==> config.mk <==
export PLATFORM = sky130hd
export DESIGN_NAME = rf_score_arbiter
export DESIGN_NICKNAME = d
export VERILOG_FILES = /design/src/rtl/rf_score_arbiter.sv
export SDC_FILE = /design/constraint.sdc
export NUM_CORES = 1
export LEC_CHECK = 0
export ABC_AREA = 1
export BUFFER_PORTS_ARGS = -buffer_cell sky130_fd_sc_hd__buf_2
export CAP_MARGIN = 10
export CORE_ASPECT_RATIO = 1.2
export CORE_MARGIN = 4
export CORE_UTILIZATION = 46
export DETAILED_ROUTE_END_ITERATION = 6
export PLACE_DENSITY_LB_ADDON = 0.05
export SETUP_SLACK_MARGIN = 0.5
export SKIP_CTS_REPAIR_TIMING = 1
export SLEW_MARGIN = 10
export SYNTH_ARGS = -nofsm -noshare
export SYNTH_HDL_FRONTEND = slang
export SYNTH_SLANG_ARGS = --single-unit
==> constraint.sdc <==
create_clock -name clock -period 4.18 [get_ports clock]
set_clock_uncertainty 0.1 [all_clocks]
set_input_delay 0.627 -clock clock [delete_from_list [all_inputs] [get_ports clock]]
set_output_delay 0.627 -clock clock [all_outputs]
set_load 0.01 [all_outputs]
==> src/rtl/rf_score_arbiter.sv <==
// rf_score_arbiter: shares the register-file write port between the CPU and the
// button/target scoring logic. Button presses are synchronised, edge-detected and
// qualified by the target's lit state. Each scored hit adds to a saturating pending
// score, which is written to STATUS_REG on any cycle the CPU is not writing.
// Ports:
//   clock, reset         - processor clock, async active-high reset
//   btn_n[NUM_SRC]       - raw active-low buttons (asynchronous)
//   lit[NUM_SRC]         - target lit flags; a press scores only while lit
//   cpu_we/cpu_rd/cpu_data - processor regfile write request
//   rf_we/rf_rd/rf_data  - regfile write port (CPU pass-through or injection)
//   hit_pulse[NUM_SRC]   - one-cycle pulse per scored hit
//   pending              - current unwritten score
//   injecting            - arbiter owns the write port this cycle
//   starve               - sticky: score blocked by the CPU for MAX_WAIT cycles
`timescale 1ns/1ps
module rf_score_arbiter #(
    parameter int unsigned NUM_SRC     = 4,
    parameter int unsigned ACC_W       = 8,
    parameter int unsigned STATUS_REG  = 30,
    parameter int unsigned HOLDOFF_CYC = 1,
    parameter int unsigned MAX_WAIT    = 64
) (
    input  logic               clock,
    input  logic               reset,
    input  logic [NUM_SRC-1:0] btn_n,
    input  logic [NUM_SRC-1:0] lit,
    input  logic               cpu_we,
    input  logic [4:0]         cpu_rd,
    input  logic [31:0]        cpu_data,
    output logic               rf_we,
    output logic [4:0]         rf_rd,
    output logic [31:0]        rf_data,
    output logic [NUM_SRC-1:0] hit_pulse,
    output logic [ACC_W-1:0]   pending,
    output logic               injecting,
    output logic               starve
);

    localparam int unsigned CNT_W  = $clog2(NUM_SRC + 1);
    localparam int unsigned SUM_W  = ACC_W + CNT_W;
    localparam int unsigned WAIT_W = $clog2(MAX_WAIT + 1);
    localparam logic [SUM_W-1:0] ACC_MAX = SUM_W'({ACC_W{1'b1}});

    typedef enum logic [1:0] {IDLE, ARMED, HOLDOFF} state_t;

    state_t             state;
    logic [NUM_SRC-1:0] s1, s2, h;
    logic [NUM_SRC-1:0] hits;
    logic [CNT_W-1:0]   hit_cnt;
    logic [SUM_W-1:0]   base;
    logic [SUM_W-1:0]   sum;
    logic [ACC_W-1:0]   pending_next;
    logic [3:0]         hold_cnt;
    logic [WAIT_W-1:0]  wait_cnt;
    logic               inj;

    // Hit detection, injection decision and saturating score update.
    // On an injection edge the old score is consumed, so only new hits remain.
    always_comb begin
        hits    = h & ~s2 & lit;
        hit_cnt = '0;
        for (int i = 0; i < int'(NUM_SRC); i++) begin
            hit_cnt = hit_cnt + CNT_W'(hits[i]);
        end
        inj  = (state == ARMED) & ~cpu_we;
        base = inj ? '0 : SUM_W'(pending);
        sum  = base + SUM_W'(hit_cnt);
        pending_next = (sum > ACC_MAX) ? {ACC_W{1'b1}} : sum[ACC_W-1:0];
    end

    // Write-port mux: the CPU always wins; injection only fills idle cycles.
    always_comb begin
        rf_we     = inj | cpu_we;
        rf_rd     = inj ? 5'(STATUS_REG) : cpu_rd;
        rf_data   = inj ? 32'(pending) : cpu_data;
        injecting = inj;
    end

    // Synchronisers, hit pulses, score accumulator and arbitration FSM.
    always_ff @(posedge clock or posedge reset) begin
        if (reset) begin
            s1        <= '1;
            s2        <= '1;
            h         <= '1;
            hit_pulse <= '0;
            pending   <= '0;
            state     <= IDLE;
            hold_cnt  <= '0;
            wait_cnt  <= '0;
            starve    <= 1'b0;
        end else begin
            s1        <= btn_n;
            s2        <= s1;
            h         <= s2;
            hit_pulse <= hits;
            pending   <= pending_next;
            case (state)
                IDLE: begin
                    if (pending_next != '0) state <= ARMED;
                end
                ARMED: begin
                    if (inj) begin
                        state    <= HOLDOFF;
                        hold_cnt <= 4'(HOLDOFF_CYC);
                        wait_cnt <= '0;
                        starve   <= 1'b0;
                    end else if (wait_cnt != WAIT_W'(MAX_WAIT)) begin
                        // Not injecting in ARMED means the CPU held the port.
                        wait_cnt <= wait_cnt + WAIT_W'(1);
                        if (wait_cnt == WAIT_W'(MAX_WAIT - 1)) starve <= 1'b1;
                    end
                end
                HOLDOFF: begin
                    if (hold_cnt <= 4'd1) begin
                        hold_cnt <= '0;
                        state    <= (pending_next != '0) ? ARMED : IDLE;
                    end else begin
                        hold_cnt <= hold_cnt - 4'd1;
                    end
                end
                default: state <= IDLE;
            endcase
        end
    end

endmodule

# --- Yosys cells after proc, flatten, opt, wreduce, memory -nomap -nowiden ---
# Index checks and enable logic that the tools add are counted.
totals:
  latch_bits: 0
  in_bits: 48
  word_cells: 56
  memories: 0
  out_inout_bits: 52
  mem_bits_ro: 0
  ramBits: 0
  ff_bits: 38
op_classes:
  mux: 17
  n_reduce_logical: 9
  div: 0
  n_shift: 0
  n_bitwise: 6
  add_sub_neg: 6
  order_cmp: 2
  n_eq_ne: 7
  multipliers: 0
ops:
  columns: ["operator", "n"]
  rows:
  - ["$mux W32", 1]
  - ["$mux W8", 2]
  - ["$mux W7", 2]
  - ["$add A8 B3 Y9", 1]
  - ["$gt A9 B8 Y1 const B", 1]
  - ["$and A4 B4 Y4", 2]
  - ["$mux W4", 2]
  - ["$pmux W4 S2", 1]
  - ["$reduce_bool A8 Y1", 1]
  - ["$add A7 B1 Y7 const B", 1]
  - ["$eq A7 B6 Y1 const B", 1]
  - ["$ne A7 B7 Y1 const B", 1]
  - ["$mux W2", 3]
  - ["$ne A2 B2 Y1 const B", 3]
  - ["$pmux W2 S3", 1]
  - ["$reduce_and A3 Y1", 2]
  - ["$reduce_bool A2 Y1", 3]
  - ["$mux W5", 1]
  - ["$le A4 B1 Y1 const B", 1]
  - ["$mux W1", 4]
  - ["$not A4 Y4", 1]
  - ["$reduce_and A2 Y1", 2]
  - ["$sub A4 B1 Y4 const B", 1]
  - ["$add A2 B1 Y3", 1]
  - ["8 further kinds", 8]

# --- Logic depth before layout (Yosys ltp) ---
depth:
  word_depth: 13
  mapped_depth: 18

# --- Least setup slack after synthesis ---
# No wires, ideal clock.
synth_timing:
  kind: "in2reg"
  start: "in lit[1]"
  end: "reg state[0]"
  setup_slack_ps: 1085
  path_stages: 16
  setup_ps: 116
  arrival_ps: 2878
  path_buffers: 0
  path_cell_list: "nand2_1 -> nor2_1 -> inv_1 -> fa_1 -> fa_1 -> fa_1 -> inv_1 -> nand3_1 -> nor2_2 -> nand2_1 -> nand2_1 -> nand3_1 -> nor2_1 -> nand3_1 -> nand2_1 -> nand2_1"
synth_via:
  elab_chain_cells: 11
synth_rtl:
  columns: ["element", "line_no", "text"]
  rows:
  - ["from (decl)", "26", "input logic [NUM_SRC-1:0] lit,"]
  - ["$and A4 B4 Y4 *", "60", "hits = h & ~s2 & lit;"]
  - ["via hits[1]", "48", "logic [NUM_SRC-1:0] hits;"]
  - ["$add A1 B1 Y2 *", "63", "hit_cnt = hit_cnt + CNT_W'(hits[i]);"]
  - ["$add A2 B1 Y3 *", "63", null]
  - ["$add A3 B1 Y3 *", "63", null]
  - ["$add A8 B3 Y9 *", "67", "sum = base + SUM_W'(hit_cnt);"]
  - ["$gt A9 B8 Y1", "68", "pending_next = (sum > ACC_MAX) ? {ACC_W{1'b1}} : sum[ACC_W-1:0];"]
  - ["$mux W8 *", "68", null]
  - ["$reduce_bool A8 Y1 *", "99, 116", null]
  - ["$mux W1", "116", "state <= (pending_next != '0) ? ARMED : IDLE;"]
  - ["$mux W2", "114", "if (hold_cnt <= 4'd1) begin"]
  - ["$pmux W2 S3", "97", "case (state)"]
  - ["to (signal assigned)", "116", null]
  - ["to (decl)", "46", "state_t state;"]
# The timed path passes the listed nets; every way through them passes the cells marked *. The select of a mux whose other input is x is not followed.
# A chain may end at the register's enable or synchronous reset.

# --- Worst setup path after layout ---
layout_timing:
  start: "reg h[1]"
  end: "reg state[0]"
layout_via:
  elab_chain_cells: 12
layout_rtl:
  columns: ["element", "line_no", "text"]
  rows:
  - ["from (decl)", "47", "logic [NUM_SRC-1:0] s1, s2, h;"]
  - ["from (signal assigned)", "84", "h <= '1;"]
  - ["from (signal assigned)", "94", "h <= s2;"]
  - ["$and A4 B4 Y4 * (2 in a row)", "60", null]
  - ["via hits[1]", "48", null]
  - ["$add A1 B1 Y2 *", "63", null]
  - ["$add A2 B1 Y3 *", "63", null]
  - ["$add A3 B1 Y3 *", "63", null]
  - ["$add A8 B3 Y9 *", "67", null]
  - ["$gt A9 B8 Y1", "68", null]
  - ["$mux W8 *", "68", null]
  - ["$reduce_bool A8 Y1 *", "99, 116", null]
  - ["$mux W1", "116", null]
  - ["$mux W2", "114", null]
  - ["$pmux W2 S3", "97", null]
# Marked as above.

==> metrics <==
run status finished, final reports clean; Synth Warn # 0; clk buf depth 2; layout cells sized above 1 35.7%; Post-route DRC 0; EDFF count, synth 0; Synth Cell Area 2080 um^2; total track usage 18.2%; most frequent cells after synthesis 82 x nand2_1, 58 x inv_1, 26 x dfrtp_1; grt ovf 0; core area 4330 um^2; hold path cells 0; vias in the first global route 1877; # diodes 0; Period minus WS final 3.17 ns; first-pass iteration count of the detailed router 4; Die Y 81.7 um; H-tree depth 2; dominant cell type by area after synthesis dfrtp_1; Top FF cell, synth dfrtp_1; Worst path slowest cell dfstp_2; max cap viols 0; placer congestion estimate 0.779; Worst slew margin 69.1%; Via Count 1960; fin area 2750 um^2; cell chain of the critical path nand2_1, nor2_1, inv_1, fa_1, fa_1, fa_1, inv_1, nand3_1, nor2_2, nand2_1, nand2_1, nand3_1, nor2_1, nand3_1, nand2_1, nand2_1; area grow syn2layout 32.1%; Post-Syn Instances 270; first-pass GRT wire length 8280 um; FF+latch count, synth 38; Top delay family on crit path adder cells; sequential share of the synthesized area 46.5%; fmax 316 MHz; Routed WL 4800 um; CP startpoint kind flip-flop; CP Max Fanout 3; Die W 69.4 um; Crit Path Category flip-flop to flip-flop; CP bufs+invs 2; HPWL Detailed 3770 um; initial antenna violation count 0; Slew Limit Fails 0; Hold/Removal Path Class flip-flop to flip-flop; RSZ-0062 raised after global routing no; Clock Latency Late Sink 0.29 ns; setup tns final 0 ns; Clk Tree Root Cell clkbuf_8; drt wl/cell 11.2 um; CTS tree built; largest net degree at the start of global routing 39; CP arrival 3.26 ns; Initial Utilization 48.1%; library cells used by synthesis 27; setup violators final 0; leading cell type by number of instances after synthesis nand2_1; fin crit share 75.8%; Async S/R FF share, synth 100%; Clk pin slew, worst setup/hold paths 0.08 ns; Final #Nets 428; IO Count 100; Via-to-Cell Ratio 4.57; area share of the largest cell type after synthesis 31.3%; Syn Area/Cell 7.70 um^2; cells on worst reg2reg path 16; Routed Antenna Nets 0; Critical Path Stages 16; 1st-iter DRT viols 46; Worst-Margin Slew 0.463 ns; syn_nets 326; Synth area leaders dfrtp_1 31%, dfstp_2 15%, nand2_1 15%, inv_1 10%, nand3_1 3.4%; Cell Rows 26; Max stage delay on crit path 0.52 ns; IO Port Bufs 99; LEAKAGE 1.69 nW; most used cell, CP nand2_1; clk sink count 38; CTS Buf Count 5; Die Area 5660 um^2; CP required 4.27 ns; placed inst area 2620 um^2; PD cells 508 nW/um^2; Worst IR Drop VDD 339 uV; crit end category flip-flop; Final Hold Viols 0
[where the power goes]
part	leakage [nW]	internal, W	switching (W)
clock network	0.0647	0.000191	0.000132
logic	1.15	0.000222	0.000354
registers	0.471	0.000440	0.0000585
total	1.69	0.000853	0.000544
[through the flow]
| step | setup WS, ns | power (W) | hold WS [ns] | utilization, % | std cells |
|---|---|---|---|---|---|
| finish | 1.01 | 0.00140 | 0.258 | 63.5 | 429 |
| floorplan | 1.09 | 0.000901 | 0.245 | - | 270 |
| CTS | 0.979 | 0.00142 | 0.260 | 63.5 | 429 |
| global placement | 0.845 | 0.00108 | 0.246 | 60.6 | 421 |
| global route | 0.739 | 0.00153 | 0.262 | 63.5 | 429 |
| detailed placement | 0.802 | 0.00109 | 0.249 | 60.6 | 421 |
[flip-flops by register name, summed over array words and instances (netlist names)]
register / cells
hit_pulse: 4
h: 4
s2: 4
pending: 8
hold_cnt: 4
state: 2
starve: 1
s1: 4
wait_cnt: 7
[cells by family (layout without fill, tap and decap cells)]
kind of cell,Yosys count,in the layout,synth area share [%]
fa+ha+maj,8,8,5.90
buf+inv,66,169,12.9
flops,38,38,46.4
xor+xnor,3,3,1.26
simple gates,129,129,27.0
compound gates,26,26,6.44
[per-layer routing]
| metal | wire [um] | share of wire, % | GRT usage [%] |
|---|---|---|---|
| met5 | 0 | 0 | 0 |
| met4 | 54 | 1.1 | 6.64 |
| met3 | 486 | 10 | 7.10 |
| met2 | 2290 | 48 | 33.0 |
| met1 | 1960 | 41 | 19.4 |
[final cells by class]
class	count	area, um^2
Tap cell	56	70.1
Timing Repair Buffer	102	518
Sequential cell	38	966
Clock buffer	7	119
Multi-Input combinational cell	166	845
Inverter	59	221
Fill cell	402	1580
Clock inverter	1	8.76
[placed cells by master, fill, tap and decap left out]
cell	n
clkinv_4	1
nand4_1	4
nor3_1	1
nand2_1	82
inv_2	1
dfrtp_1	26
nand3b_1	1
clkbuf_8	5
fa_1	3
ha_1	5
or2_2	4
dfstp_2	12
buf_2	99
or2_1	1
o21ai_1	2
nand3_1	14
nand2_2	1
o21a_1	1
o21ai_0	12
nor2_2	1
buf_4	3
nand3_2	2
clkbuf_16	2
o22ai_1	1
nand2_4	1
a21oi_1	10
nor2_1	16
xor2_1	3
nor2_4	1
inv_1	58
[final timing paths]
kind | start | endpoint | slack [ns]
min reg2reg | s1[2] | s2[2] | 0.26
max reg2reg | h[1] | state[0] | 1.01
max in group asynchronous | reset | s2[3] | 3.30
max | h[1] | state[0] | 1.01
min in group asynchronous | reset | wait_cnt[0] | 0.33
min | s1[2] | s2[2] | 0.26
(Power assumes the default switching activity.)
